`config.mk`:
```
export PLATFORM = sky130hd
export DESIGN_NAME = if_stage
export DESIGN_NICKNAME = d
export VERILOG_FILES = /design/src/rtl/if_stage.sv
export SDC_FILE = /design/constraint.sdc
export NUM_CORES = 1
export LEC_CHECK = 0
export CAP_MARGIN = 10
export CORE_MARGIN = 4
export CORE_UTILIZATION = 35
export CTS_CLUSTER_SIZE = 20
export DETAILED_ROUTE_END_ITERATION = 10
export PLACE_DENSITY = 0.58
export SYNTH_ARGS = -nofsm -noshare
export SYNTH_HDL_FRONTEND = slang
export SYNTH_SLANG_ARGS = --single-unit
```
`constraint.sdc`:
```
create_clock -name clk -period 2 [get_ports clk]
set_clock_uncertainty 0.05 [all_clocks]
set_input_delay 0.4 -clock clk [delete_from_list [all_inputs] [get_ports clk]]
set_output_delay 0.4 -clock clk [all_outputs]
set_load 0.03 [all_outputs]
```
`src/rtl/if_stage.sv`:
```
`default_nettype none
// if_stage: instruction-fetch stage owning the PC, with a one-entry decode-stall hold buffer and branch redirect.
// Optional macro DELAY_SLOT_EN: execute the branch delay slot instead of squashing it.
module if_stage #(
  parameter logic [15:0] RESET_PC = 16'h0000,
  parameter logic [15:0] NOP_OP   = 16'h0800
) (
  input  logic        clk,
  input  logic        rst,
  input  logic        stall,
  input  logic        br_taken,
  input  logic [15:0] br_target,
  output logic        imem_req,
  output logic [15:0] imem_addr,
  input  logic [15:0] imem_rdata,
  input  logic        imem_ready,
  output logic [15:0] op,
  output logic [15:0] op_pc,
  output logic        op_valid
);

  typedef enum logic [1:0] {
    BOOT  = 2'd0,
    FETCH = 2'd1,
    HOLD  = 2'd2,
    KILL  = 2'd3
  } state_t;

  state_t      r_state;
  logic [15:0] r_pc;
  logic [15:0] r_hold_buf;
  logic [15:0] r_hold_pc;
  logic [15:0] r_pend_tgt;
  logic        r_pend;
  logic        r_req;
  logic [15:0] r_op;
  logic [15:0] r_op_pc;
  logic        r_op_valid;

  logic [15:0] w_pc_inc;
  logic [15:0] w_next_pc;
  logic        w_done;
  logic        w_redirect;

  assign w_pc_inc   = r_pc + 16'd1;
  assign w_next_pc  = r_pend ? r_pend_tgt : w_pc_inc;
  assign w_done     = r_req & imem_ready;
  assign w_redirect = br_taken & ~stall;

  assign imem_req  = r_req;
  assign imem_addr = r_pc;
  assign op        = r_op;
  assign op_pc     = r_op_pc;
  assign op_valid  = r_op_valid;

  always_ff @(posedge clk or negedge rst) begin
    if (!rst) begin
      r_state    <= BOOT;
      r_pc       <= RESET_PC;
      r_hold_buf <= 16'h0000;
      r_hold_pc  <= 16'h0000;
      r_pend_tgt <= 16'h0000;
      r_pend     <= 1'b0;
      r_req      <= 1'b0;
      r_op       <= NOP_OP;
      r_op_pc    <= 16'h0000;
      r_op_valid <= 1'b0;
    end else begin
      case (r_state)
        BOOT: begin
          r_state <= FETCH;
          r_req   <= 1'b1;
        end

        FETCH: begin
          if (w_redirect) begin
`ifdef DELAY_SLOT_EN
            if (w_done) begin
              r_op       <= imem_rdata;
              r_op_pc    <= w_pc_inc;
              r_op_valid <= 1'b1;
              r_pc       <= br_target;
              r_pend     <= 1'b0;
            end else begin
              r_op       <= NOP_OP;
              r_op_valid <= 1'b0;
              r_pend     <= 1'b1;
              r_pend_tgt <= br_target;
            end
`else
            r_op       <= NOP_OP;
            r_op_valid <= 1'b0;
            if (w_done) begin
              r_pc   <= br_target;
              r_pend <= 1'b0;
            end else begin
              // Squashed fetch still in flight: finish it in KILL, then jump.
              r_pend     <= 1'b1;
              r_pend_tgt <= br_target;
              r_state    <= KILL;
            end
`endif
          end else if (w_done) begin
            r_pc   <= w_next_pc;
            r_pend <= 1'b0;
            if (stall) begin
              r_hold_buf <= imem_rdata;
              r_hold_pc  <= w_pc_inc;
              r_req      <= 1'b0;
              r_state    <= HOLD;
            end else begin
              r_op       <= imem_rdata;
              r_op_pc    <= w_pc_inc;
              r_op_valid <= 1'b1;
            end
          end else if (!stall) begin
            r_op       <= NOP_OP;
            r_op_valid <= 1'b0;
          end
        end

        HOLD: begin
          if (!stall) begin
            r_state <= FETCH;
            r_req   <= 1'b1;
            if (br_taken) begin
              r_pc <= br_target;
`ifdef DELAY_SLOT_EN
              r_op       <= r_hold_buf;
              r_op_pc    <= r_hold_pc;
              r_op_valid <= 1'b1;
`else
              r_op       <= NOP_OP;
              r_op_valid <= 1'b0;
`endif
            end else begin
              r_op       <= r_hold_buf;
              r_op_pc    <= r_hold_pc;
              r_op_valid <= 1'b1;
            end
          end
        end

        KILL: begin
          r_op       <= NOP_OP;
          r_op_valid <= 1'b0;
          if (imem_ready) begin
            r_pc    <= r_pend_tgt;
            r_pend  <= 1'b0;
            r_state <= FETCH;
          end
        end

        default: begin
          r_state <= BOOT;
          r_req   <= 1'b0;
        end
      endcase
    end
  end

endmodule
`default_nettype wire

```
==> summary.txt <==
Global route
  – Largest net degree at the start of global routing: 41
  – Global-route wire length before repair: 21400 um
  – Gr ovfl total: 0
  – Initial antenna violation count: 0
  – Tot GR Track Use: between 10% and 20%
  – Number of global-route vias before repair: between 4000 and 5000

Synth
  – Synth area leader: dfrtp_1
  – Yosys top cell area share: between 40% and 50%
  – Ys Warns: 0
  – Primary FF master, synth: dfrtp_1
  – Syn avg cell area: between 10 and 15 um2
  – Synth Register Bits: 101
  – Part of the Yosys area used for sequential elements: roughly half
  – Cells after synthesis: between 400 and 500
  – Post-Syn Nets: roughly 540
  – EDFF count, synth: 0
  – Netlist cell types: 54
  – Asr flop ratio synth: 100%
  – Cell Area, Synth: 0.00508 mm2
  – Count leader, synth: dfrtp_1
  – Top cells by count, synth: dfrtp_1, nand2_1, nor2_1
  – Area contributors post-synth: dfrtp_1, mux2_1, a21oi_1

Placement
  – Detailed placement HPWL: 9890 um
  – Gpl congestion: between 0.8 and 0.9
  – Worst slack at placement: -0.306 ns
  – Port Buffer Count: 86
  – Placed cells: between 700 and 800
  – Placed Area: ~0.0064 mm2

STA
  – Final WS setup: ~0.07 ns
  – Fmax: roughly 520 MHz
  – Slew margin rel.: a little over half
  – Setup violations, final: 0
  – Least-Margin Pin Slew: slightly below 0.7 ns
  – Final hold slack: around 0.43 ns
  – Clock period minus final worst setup slack: 1.93 ns
  – Fin. max-slew vios: 0
  – Fin. Hold Viols: 0
  – RSZ-0062 raised after global routing: false
  – Fin crit share: 96.5%

Clock network
  – Cts bufs inserted: 9
  – Later-pin clock latency in the skew report: 0.35 ns
  – Clk buf depth: 2
  – Setup Buffers After CTS: 0
  – Clk root buf: clkbuf_16
  – Reg clk slew, reported paths: 0.07 ns
  – Total clock sinks: between 100 and 150
  – CTS tree: yes
  – H-tree levels: 3

Routing
  – Routed Antenna Nets: 0
  – Via count: just over 4000
  – Routed wire per std cell: roughly 17 um
  – DRC: 0
  – DR vias/cell: 5.25
  – Drt initial violations: 293
  – First-pass detailed-route iteration total: 4
  – Drt total wl: between 10000 and 15000 um

Worst hold path
  – Hold WC Path Type: reg2reg

Die
  – Rows: 43
  – Initial Util: a little over a third
  – Die footprint: roughly 0.017 mm2
  – Die Wd: 128 um
  – I/O Pins: just under 90
  – Chip Height: 128 um
  – Core ar.: 0.0140 mm2

Worst setup path
  – Crit path DAT: around 1.5 ns
  – CP Capture Type: output pin
  – Slowest CP cell: clkdlybuf4s50_1
  – CP cell instances: clkdlybuf4s50_1
  – Crit Path Max Fanout: 4
  – CP startpoint kind: flop
  – CP Class: reg2out
  – Buffers and inverters on the worst path: 1
  – CP required: roughly 1.6 ns
  – Max incr delay on CP: between 0.7 and 0.8 ns
  – Top delay family on crit path: buffers and inverters

Power and ir drop
  – Final Power: slightly above 9 mW
  – Power per cell area: ~1400 mW/mm2
  – Peak VDD IR: 0.481 mV
  – Comb power frac: 42.4%
  – Leakage: 2.98 nW
  – Sw Pwr: approximately 3.7 mW
  – P_int: about 5.5 mW
  – Switch share: about two fifths
  – Clock Power Share: a little under a fifth
  – Share of power burned in registers: around two fifths

Flow run
  – Max capacitance violation total: 0

Finish
  – Count of nets after finishing: 641
  – Multi-input gate area: around 0.0024 mm2
  – Share of cells above drive strength 1: 13.3%
  – Area Growth Syn to Fin: 32.0%
  – FF/Latch Area: approximately 0.0025 mm2
  – Final Cell Area: ~0.0067 mm2
  – ANT cells: 0
  – Post-Layout Cell Count: a little under 800
  – Fillers: between 1000 and 1500

Outcome
  – Status: completed
[what timing repair did]
item,4_1_cts,5_1_grt
pin swaps,0,0
endpoints found under the setup margin,15,6
hold buffers,1,0
endpoints found under the hold margin,28,0
cloned,0,0
gates resized for setup,13,5
[logic make-up after synthesis]
logic type / Yosys count / synth area share [%]
buf+inv: 39 / 3.67
mux: 65 / 14.0
fa+ha+maj: 1 / 0.246
simple gates: 145 / 13.6
xor+xnor: 14 / 2.41
compound gates: 134 / 16.3
flops: 101 / 49.8
[placed cells by master (no fill, tap or decap), types with 4 or more instances in the layout]
master / netlist / layout
a211oi_1: 6 / 6
a21oi_1: 43 / 43
a22oi_1: 19 / 19
buf_12: 0 / 8
buf_4: 2 / 33
clkbuf_16: 0 / 9
clkdlybuf4s50_1: 0 / 71
dfrtp_1: 100 / 98
dlygate4sd2_1: 0 / 12
inv_1: 5 / 5
mux2_1: 37 / 37
mux2_2: 11 / 11
mux2i_1: 17 / 17
nand2_1: 47 / 47
nand3_1: 16 / 16
nand4_1: 5 / 5
nor2_1: 44 / 43
nor2b_1: 4 / 4
nor3_1: 9 / 9
o21ai_0: 9 / 9
o21ai_1: 30 / 29
o221ai_1: 5 / 5
xnor2_1: 6 / 6
xor2_1: 8 / 8
[per-stage QoR]
| stage | util (%) | TNS, ns |
|---|---|---|
| 2_1_floorplan | - | 0 |
| 3_3_place_gp | 45.6 | -7.80 |
| 3_5_place_dp | 45.6 | -9.46 |
| 4_1_cts | 47.7 | 0 |
| 5_1_grt | 47.8 | 0 |
| 6_report | 47.8 | 0 |
[tightest hold or removal path, cell delays in order (launching register included)]
cell     delay [ns]
dfrtp_1        0.34
nand2_1        0.05
nand3_1        0.05
[layout make-up]
cell class                      count  area share (%)
Tap cell                          180            3.36
Timing Repair Buffer              127            18.8
Inverter                            5           0.280
Clock buffer                        9            3.36
Multi-Input combinational cell    359            35.4
Clock inverter                      6            1.08
Sequential cell                   101            37.7
[registers in the layout, indices dropped and copies added, names as in the netlist]
name and count:
imem_addr 16, imem_req 1, op 16, op_pc 16, op_valid 1, r_hold_buf 16, r_hold_pc 16, r_pend 1
r_pend_tgt 16, r_state 2
[power by group through the flow]
| stage | logic, mW | registers (mW) | clock network [mW] |
|---|---|---|---|
| 2_1_floorplan | 1.73 | 4.13 | 0 |
| 3_3_place_gp | 3.94 | 3.55 | 0 |
| 3_5_place_dp | 4.01 | 3.59 | 0 |
| 4_1_cts | 3.95 | 3.55 | 1.82 |
| 5_1_grt | 4.27 | 3.66 | 1.89 |
| 6_report | 3.92 | 3.55 | 1.77 |
[worst paths after layout]
path                              startpoint            end  slack, ns  cells after the start
worst min-delay path               op_pc[15]      op_pc[15]       0.43                      2
worst min register to register     op_pc[15]      op_pc[15]       0.43                      2
max in group asynchronous                rst         op[11]       0.78                      3
min in group asynchronous                rst  r_pend_tgt[9]       0.48                      2
worst max register to register    r_state[0]       op_pc[5]       0.12                      5
worst max-delay path            imem_addr[7]   imem_addr[7]       0.07                      1
[per-layer routing]
metal | vias up | track usage (%) | share of wire [%]
met3 | 15 | 2.57 | 3.9
met1 | 2011 | 23.2 | 47
met4 | 0 | 5.87 | 1.5
met2 | 86 | 25.6 | 48
met5 | - | 0 | 0
li1 | 2023 | - | -
Power figures use the tool's default switching activity.
